--- config.mk ---
export PLATFORM = sky130hd
export DESIGN_NAME = fifo_sync_param
export DESIGN_NICKNAME = d
export VERILOG_FILES = /design/src/rtl/fifo_sync_param.sv
export SDC_FILE = /design/constraint.sdc
export NUM_CORES = 1
export LEC_CHECK = 0
export ABC_CLOCK_PERIOD_IN_PS = 6300
export BUFFER_PORTS_ARGS = -buffer_cell sky130_fd_sc_hd__buf_2
export CAP_MARGIN = 20
export CORE_MARGIN = 4
export CORE_UTILIZATION = 55
export CTS_CLUSTER_DIAMETER = 50
export CTS_CLUSTER_SIZE = 30
export DETAILED_ROUTE_END_ITERATION = 12
export PLACE_DENSITY_LB_ADDON = 0.15
export SETUP_SLACK_MARGIN = 0.3
export SYNTH_ARGS = -nofsm -noshare
export SYNTH_HDL_FRONTEND = slang
export SYNTH_SLANG_ARGS = --single-unit
--- constraint.sdc ---
create_clock -name clk -period 6.3 [get_ports clk]
set_input_delay 0.63 -clock clk [delete_from_list [all_inputs] [get_ports clk]]
set_output_delay 0.63 -clock clk [all_outputs]
set_load 0.01 [all_outputs]
--- src/rtl/fifo_sync_param.sv ---
// Parametrised single-clock FIFO with occupancy count, programmable
// almost-full/almost-empty thresholds and sticky overflow/underflow flags.
// Status flags are decoded from the registered count, so every output
// changes only on a rising clock edge.
module fifo_sync_param #(
  parameter int WIDTH    = 8,
  parameter int DEPTH    = 16,
  parameter int AW       = $clog2(DEPTH),
  parameter int AF_LEVEL = DEPTH - 2,
  parameter int AE_LEVEL = 2
) (
  input  logic             clk,
  input  logic             reset,
  input  logic             wr,
  input  logic [WIDTH-1:0] data_in,
  input  logic             rd,
  input  logic             clr_err,
  output logic [WIDTH-1:0] data_out,
  output logic             full,
  output logic             empty,
  output logic             almost_full,
  output logic             almost_empty,
  output logic [AW:0]      count,
  output logic             overflow,
  output logic             underflow
);

  localparam logic [AW:0]   DEPTH_C = (AW+1)'(DEPTH);
  localparam logic [AW:0]   AF_C    = (AW+1)'(AF_LEVEL);
  localparam logic [AW:0]   AE_C    = (AW+1)'(AE_LEVEL);
  localparam logic [AW:0]   CNT_ONE = (AW+1)'(1);
  localparam logic [AW-1:0] PTR_ONE = AW'(1);

  logic [WIDTH-1:0] mem_q [DEPTH];
  logic [AW-1:0]    wp_q, wp_d, rp_q, rp_d;
  logic [AW:0]      count_q, count_d;
  logic [WIDTH-1:0] dout_q, dout_d;
  logic             ovf_q, ovf_d, udf_q, udf_d;
  logic             wr_ok, rd_ok;

  // Flags come straight from the count register.
  assign full         = (count_q == DEPTH_C);
  assign empty        = (count_q == '0);
  assign almost_full  = (count_q >= AF_C);
  assign almost_empty = (count_q <= AE_C);
  assign count        = count_q;
  assign data_out     = dout_q;
  assign overflow     = ovf_q;
  assign underflow    = udf_q;

  // Accept/reject decisions and next-state for pointers, count, data and errors.
  always_comb begin
    wr_ok   = wr && (!full || rd);   // a read at full frees the slot being written
    rd_ok   = rd && !empty;          // no fall-through when empty
    wp_d    = wp_q;
    rp_d    = rp_q;
    count_d = count_q;
    dout_d  = dout_q;
    if (wr_ok) wp_d = wp_q + PTR_ONE;
    if (rd_ok) begin
      rp_d   = rp_q + PTR_ONE;
      dout_d = mem_q[rp_q];
    end
    case ({wr_ok, rd_ok})
      2'b10:   count_d = count_q + CNT_ONE;
      2'b01:   count_d = count_q - CNT_ONE;
      default: count_d = count_q;
    endcase
    // A new error in the same cycle as clr_err keeps the flag set.
    ovf_d = (ovf_q && !clr_err) || (wr && !wr_ok);
    udf_d = (udf_q && !clr_err) || (rd && !rd_ok);
  end

  // Control state register with synchronous active-low reset.
  always_ff @(posedge clk) begin
    if (!reset) begin
      wp_q    <= '0;
      rp_q    <= '0;
      count_q <= '0;
      dout_q  <= '0;
      ovf_q   <= 1'b0;
      udf_q   <= 1'b0;
    end else begin
      wp_q    <= wp_d;
      rp_q    <= rp_d;
      count_q <= count_d;
      dout_q  <= dout_d;
      ovf_q   <= ovf_d;
      udf_q   <= udf_d;
    end
  end

  // Storage array; contents survive reset but writes are blocked during it.
  always_ff @(posedge clk) begin
    if (reset && wr_ok) mem_q[wp_q] <= data_in;
  end

endmodule

==> flow_metrics.env, run 1 <==
export IMPL_status="completed"
export IMPL_numCtsBuffers=17
export IMPL_n_antenna_cell=0
export IMPL_antenna_found_initial=0
export IMPL_cts_tree="done"
export IMPL_drv_cap=0
export IMPL_cts_setup_buffers=0
export IMPL_dp_final_hpwl_um=7540
export IMPL_antenna_left=0
export IMPL_ys_seq_elements=151
export IMPL_max_freq_mhz=307
export IMPL_finalMaxSlewViolations=0
export IMPL_leakagePower_uw=0.00228
export IMPL_grt_pass1_wl_um=19000
export IMPL_synthesis_nets=396
export IMPL_min_period_over_period_pct=51.6
export IMPL_yosysSeqAreaShare_pct=70.8
export IMPL_tns_ns=0
export IMPL_cp_arrival_ns=3.71
export IMPL_start_util_pct=56.1
export IMPL_setup_viol=0
export IMPL_synth_edf_count=128
export IMPL_ys_types=41
export IMPL_tightest_slew_ns=0.836
export IMPL_htree_num_levels=4
export IMPL_ff2ff_setup_slack_ns=3.05
export IMPL_synth_compound_area_share_pct=6.58
export IMPL_ctsRootBufferMaster="clkbuf_8"
export IMPL_finalNetCount=428
export IMPL_min_from="clr_err"
export IMPL_first_iter_violations=318
export IMPL_peakVddDrop_mv=0.275
export IMPL_path_clk_slew_ns=0.06
export IMPL_crit_type="reg2reg"
export IMPL_synth_simple_area_share_pct=5.80
export IMPL_grt_max_degree=51
export IMPL_routedWlPerCell_um=21.4
export IMPL_synth_cells=373
export IMPL_fin_skew_ns=0.0125
export IMPL_path_cells="or4_1 > o21ai_4 > inv_2 > ha_1 > fa_1 > a21o_1 > a21oi_1 > mux2i_1 > mux2i_1"
export IMPL_postLayoutCoreUtil_pct=63.7
export IMPL_fp_dieH_um=113
export IMPL_ios=32
export IMPL_layout_drive_gt1_share_pct=20.6
export IMPL_overflow=0
export IMPL_hold_violations=0
export IMPL_min_path_cells=4
export IMPL_max_slew_margin_pct=44.1
export IMPL_slowest_stage="or4_1"
export IMPL_wl_um=11900
export IMPL_vias_per_cell=5.85
export IMPL_async_flop_share_pct=0
export IMPL_dieWidth_um=113
export IMPL_min_period_ns=3.25
export IMPL_synth_xor_area_share_pct=1.01
export IMPL_drc=0
export IMPL_power_density_nw_per_um2=385
export IMPL_rsz0062_at_grt="no"
export IMPL_gr_usage_all_layers_pct=20.2
export IMPL_portBuffers=31
export IMPL_avgSynthCellArea_sq_um=16.3
export IMPL_num_vias=3256
export IMPL_synth_area_mux_share_pct=11.7
export IMPL_reg2regPathDepth=9
export IMPL_max_stage_delay_ns=0.75
export IMPL_fp_row_count=38
export IMPL_whs_endpoint="overflow"
export IMPL_grt_pass1_vias=3300
export IMPL_dr_pass1_iters=4
export IMPL_hold_class="in2reg"
export IMPL_cp_start_kind="register"
export IMPL_dieArea_sq_um=12800
export IMPL_crit_path_frequent_cell="mux2i_1"
export IMPL_crit_path_end_kind="register"
export IMPL_synthAdderAreaFrac_pct=2.18
export IMPL_ys_warn_count=0
export IMPL_syn_to_final_growth_pct=13.6
export IMPL_cts_sinks=151
export IMPL_clockBufferDepth=2
export IMPL_clk_latency_ns=0.52
export IMPL_worstReg2RegStart="count[0]"
export IMPL_cts_resized_gates=0
export IMPL_core_sq_um=10800
export IMPL_gp_congestion=0.829
export IMPL_r2r_end="count[4]"
export IMPL_ys_flop_type="edfxtp_1"
export IMPL_cts_hold_fix_buffers=0
export IMPL_netlist_area_sq_um=6080
export IMPL_synth_top_family_by_area="multiplexers"
export IMPL_cp_required_ns=6.76
export IMPL_cp_max_fo=13
cells in the final DEF, fill, tap and decap left out, types with 4 or more instances in the layout:
cell type	netlist	layout
a21oi_1	12	12
mux4_2	16	16
buf_2	5	31
nor3_1	10	10
clkbuf_16	0	16
o22ai_1	16	16
o21ai_0	10	10
ha_1	9	9
dfxtp_1	23	22
nand3_1	6	6
and2_1	6	6
o21a_1	4	4
mux2i_1	35	35
bufinv_16	0	4
edfxtp_1	128	128
xnor2_1	6	6
nor2_1	20	20
a22oi_1	8	8
nor2b_1	8	8
clkinv_2	1	6
nand2_1	11	11
metrics by stage:
stage / power, uW / setup slack (ns) / area [sq um] / instances / hold slack (ns)
after floorplan: 1540 / 3.52 / 6080 / 373 / 0.480
after global placement: 1670 / 3.13 / 6330 / 526 / 0.516
after detailed placement: 1680 / 3.06 / 6330 / 526 / 0.515
after CTS: 2690 / 3.03 / 6910 / 557 / 0.414
after global routing: 2780 / 2.86 / 6910 / 557 / 0.433
final: 2660 / 3.05 / 6910 / 557 / 0.433
logic make-up (layout without fill, tap and decap cells):
logic type,after synthesis,in the layout
flip-flops,151,151
adder cells (fa/ha/maj),10,10
XOR/XNOR,7,7
buffers and inverters,25,69
multiplexers,51,51
AND/OR/NAND/NOR,70,70
AO/OA/AOI/OAI,59,59
routing by layer:
metal / track usage [%] / part of all wire, % / up-vias
met5: 0 / 0 / -
met4: 6.89 / 1.2 / 0
met3: 5.35 / 7.2 / 10
met2: 31.1 / 48 / 118
met1: 28.2 / 43 / 1620
li1: - / - / 1508
worst max path at each step:
| stage | startpoint | to | slack (ns) | cells after the start |
|---|---|---|---|---|
| after floorplan | count[0] | count[4] | 3.52 | 10 |
| after global placement | count[0] | count[4] | 3.13 | 9 |
| after detailed placement | count[0] | count[4] | 3.06 | 9 |
| after CTS | count[0] | count[4] | 3.03 | 9 |
| after global routing | count[0] | count[4] | 2.86 | 9 |
| final | count[0] | count[4] | 3.05 | 9 |
cell type report:
type | count | area [sq um]
flip-flops and latches | 151 | 4310
fillers | 797 | 3930
multi-input cells | 197 | 1660
clock buffers | 20 | 425
well taps | 140 | 175
repair buffers | 33 | 170
clock inverters | 11 | 156
inverters | 5 | 20.0
critical path, delay by kind of cell (launching register included):
| kind | cells | cell delay [ns] |
|---|---|---|
| AOI/OAI and AO/OA | 3 | 0.75 |
| adders and majority gates | 2 | 0.73 |
| buffers and inverters | 1 | 0.16 |
| DFF | 1 | 0.38 |
| muxes | 2 | 0.42 |
| and+or+nand+nor | 1 | 0.75 |
report_power, final:
| group | internal (uW) | total, uW | switching [uW] |
|---|---|---|---|
| Sequential | 1140 | 1190 | 48.2 |
| Clock | 636 | 1010 | 372 |
| Combinational | 190 | 469 | 279 |
| Total | 1960 | 2660 | 699 |
sequential cells by signal (all words and copies together) (netlist names):
name       cells
count          5
data_out       8
mem_q        128
overflow       1
rp_q           4
underflow      1
wp_q           4
cell usage after synthesis, types with 2 or more instances:
library cell / number / share of area [%]
a21boi_1: 2 / 0.25
a21oi_1: 12 / 0.99
a22oi_1: 8 / 0.99
and2_1: 6 / 0.62
buf_1: 2 / 0.12
buf_2: 5 / 0.41
buf_6: 2 / 0.37
clkbuf_1: 9 / 0.56
clkbuf_2: 2 / 0.16
dfxtp_1: 23 / 7.6
edfxtp_1: 128 / 63
ha_1: 9 / 1.9
inv_1: 3 / 0.19
mux2i_1: 35 / 5.8
mux4_2: 16 / 5.9
nand2_1: 11 / 0.68
nand3_1: 6 / 0.49
nand3b_1: 3 / 0.37
nor2_1: 20 / 1.2
nor2b_1: 8 / 0.82
nor3_1: 10 / 0.82
o21a_1: 4 / 0.49
o21ai_0: 10 / 0.82
o22ai_1: 16 / 1.6
or3b_2: 2 / 0.29
xnor2_1: 6 / 0.86
Note: power is estimated with default switching activity, not from simulation.
==> inputs of run 2 (changes only) <==
--- a/config.mk
+++ b/config.mk
@@ -5,11 +5,11 @@
 export SDC_FILE = /design/constraint.sdc
 export NUM_CORES = 1
 export LEC_CHECK = 0
-export ABC_CLOCK_PERIOD_IN_PS = 6300
+export ABC_CLOCK_PERIOD_IN_PS = 2600
 export BUFFER_PORTS_ARGS = -buffer_cell sky130_fd_sc_hd__buf_2
 export CAP_MARGIN = 20
 export CORE_MARGIN = 4
-export CORE_UTILIZATION = 55
+export CORE_UTILIZATION = 54
 export CTS_CLUSTER_DIAMETER = 50
 export CTS_CLUSTER_SIZE = 30
 export DETAILED_ROUTE_END_ITERATION = 12
==> constraint.sdc (replaced) <==
create_clock -name clk -period 2.6 [get_ports clk]
set_input_delay 0.26 -clock clk [delete_from_list [all_inputs] [get_ports clk]]
set_output_delay 0.26 -clock clk [all_outputs]
set_load 0.01 [all_outputs]
==> run 2 against run 1 <==
Compared with the run above: die area is 1.7% higher; critical endpoint unchanged; utilization increased by 1.6 points; global-route usage increased by 0.31 points; power rose to 2.5 times the previous value; routed wire length rose by 4.7%; clock skew fell by 0.0065 ns; register-to-register slack worse by 2.9 ns; critical path type unchanged.
==> flow_metrics.env, run 2 (synthesis results as in run 1) <==
export IMPL_core_sq_um=10900
export IMPL_rsz0062_at_grt="yes"
export IMPL_startpoint="count[1]"
export IMPL_crit_type="reg2reg"
export IMPL_crit_path_end_kind="register"
export IMPL_fp_dieH_um=114
export IMPL_portBuffers=31
export IMPL_antenna_found_initial=0
export IMPL_top_register="mem_q"
export IMPL_ff2ff_setup_slack_ns=0.13
export IMPL_min_period_over_period_pct=95.1
export IMPL_ctsRootBufferMaster="clkbuf_16"
export IMPL_fin_skew_ns=0.00598
export IMPL_leakagePower_uw=0.00238
export IMPL_tns_ns=0
export IMPL_cp_arrival_ns=2.82
export IMPL_hold_violations=0
export IMPL_status="completed"
export IMPL_cp_required_ns=2.95
export IMPL_switching_share_pct=26.4
export IMPL_mostFrequentLayoutCell="edfxtp_1"
export IMPL_vias_per_cell=5.84
export IMPL_seqPwrFrac_pct=42.1
export IMPL_power_density_nw_per_um2=947
export IMPL_first_iter_violations=323
export IMPL_pre_cts_ws_ns=0.0949
export IMPL_postLayoutCoreUtil_pct=65.4
export IMPL_tightest_slew_ns=0.923
export IMPL_grt_max_degree=51
export IMPL_clockPowerShare_pct=37.4
export IMPL_numCtsBuffers=17
export IMPL_dieArea_sq_um=13000
export IMPL_syn_to_final_growth_pct=17.6
export IMPL_cp_start_kind="register"
export IMPL_grt_pass1_vias=3444
export IMPL_dr_pass1_iters=5
export IMPL_ios=32
export IMPL_cp_max_fo=6
export IMPL_hold_class="in2reg"
export IMPL_final_cell_mix="128 x edfxtp_1, 35 x mux2i_1, 31 x buf_2"
export IMPL_cts_sinks=151
export IMPL_timing_final_ws_setup_ns=0.128
export IMPL_n_antenna_cell=0
export IMPL_clk_latency_ns=0.42
export IMPL_reg2regPathDepth=9
export IMPL_max_freq_mhz=404
export IMPL_gr_usage_all_layers_pct=20.5
export IMPL_cp_endpoint="count[4]"
export IMPL_min_period_ns=2.47
export IMPL_drc=0
export IMPL_cts_tree="done"
export IMPL_min_path_cells=4
export IMPL_largest_register_ffs=128
export IMPL_r2r_end="count[4]"
export IMPL_fp_row_count=38
export IMPL_htree_num_levels=4
export IMPL_routedWlPerCell_um=21.7
export IMPL_clockBufferDepth=2
export IMPL_finalNetCount=446
export IMPL_grt_pass1_wl_um=19400
export IMPL_p_sw_uw=1790
export IMPL_power_internal_uw=4990
export IMPL_gp_congestion=0.811
export IMPL_peakVddDrop_mv=0.611
export IMPL_dp_final_hpwl_um=7860
export IMPL_worstReg2RegStart="count[1]"
export IMPL_path_clk_slew_ns=0.06
export IMPL_setup_viol=0
export IMPL_antenna_left=0
export IMPL_drv_cap=0
export IMPL_max_slew_margin_pct=38.2
export IMPL_overflow=0
export IMPL_comb_power_share_pct=20.5
export IMPL_dieWidth_um=114
export IMPL_finalMaxSlewViolations=0
export IMPL_num_vias=3366
export IMPL_start_util_pct=55.6
export IMPL_wl_um=12500
export IMPL_layout_drive_gt1_share_pct=25.7
run 2: cell count changes in the layout (fill, tap and decap cells not counted), sizes merged:
cell and delta:
clkinv +1, buf +18, inv +1, clkinvlp +1
clkbuf -2
run 2: final cells by class:
cell class / instances / area, sq um
clock inverter: 14 / 181
timing repair buffer: 51 / 330
multi-input combinational: 197 / 1700
fill: 763 / 3790
sequential: 151 / 4310
clock buffer: 18 / 429
tap: 140 / 175
inverter: 5 / 26.3
run 2: worst min-delay path by stage:
stage,start,end,slack [ns]
after floorplan,data_in[0],mem_q[0][0],0.36
after global placement,data_out[7],data_out[7],0.52
after detailed placement,wp_q[1],wp_q[1],0.52
after CTS,clr_err,underflow,0.17
after global routing,clr_err,underflow,0.18
final,clr_err,underflow,0.17
run 2: what timing repair did:
action,CTS,global route
pin swaps,6,0
setup buffers,2,0
cloned,0,0
resized for setup,3,0
endpoints found under the setup margin,2,2
hold buffers,0,0
run 2: per-layer routing:
| metal | vias to the layer above | wire length, um | GRT usage, % |
|---|---|---|---|
| met5 | - | 0 | 0 |
| met4 | 0 | 221 | 6.81 |
| met3 | 19 | 712 | 5.81 |
| met2 | 111 | 6050 | 31.9 |
| met1 | 1685 | 5490 | 28.2 |
| li1 | 1551 | - | - |
run 2: power by group through the flow:
stage	Combinational (uW)	Clock [uW]	Sequential (uW)
finish	1390	2530	2850
global route	1520	2670	2870
CTS	1400	2540	2850
detailed placement	1350	0	2900
global placement	1320	0	2900
floorplan	833	0	2950
run 2: stage by stage:
stage,area [sq um],instances,power [uW],hold slack (ns)
6_report,7150,576,6770,0.169
3_5_place_dp,6500,542,4260,0.518
2_1_floorplan,6110,373,3780,0.359
3_3_place_gp,6500,542,4220,0.518
5_1_grt,7150,576,7060,0.180
4_1_cts,7150,576,6790,0.168
run 2: critical path: stages (launching register included):
cell     delay, ns
dfxtp_4       0.34
or4_4         0.55
o21ai_4       0.19
inv_4         0.05
ha_4          0.18
fa_2          0.35
a21o_1        0.18
a21oi_2       0.14
mux2i_1       0.22
mux2i_1       0.19
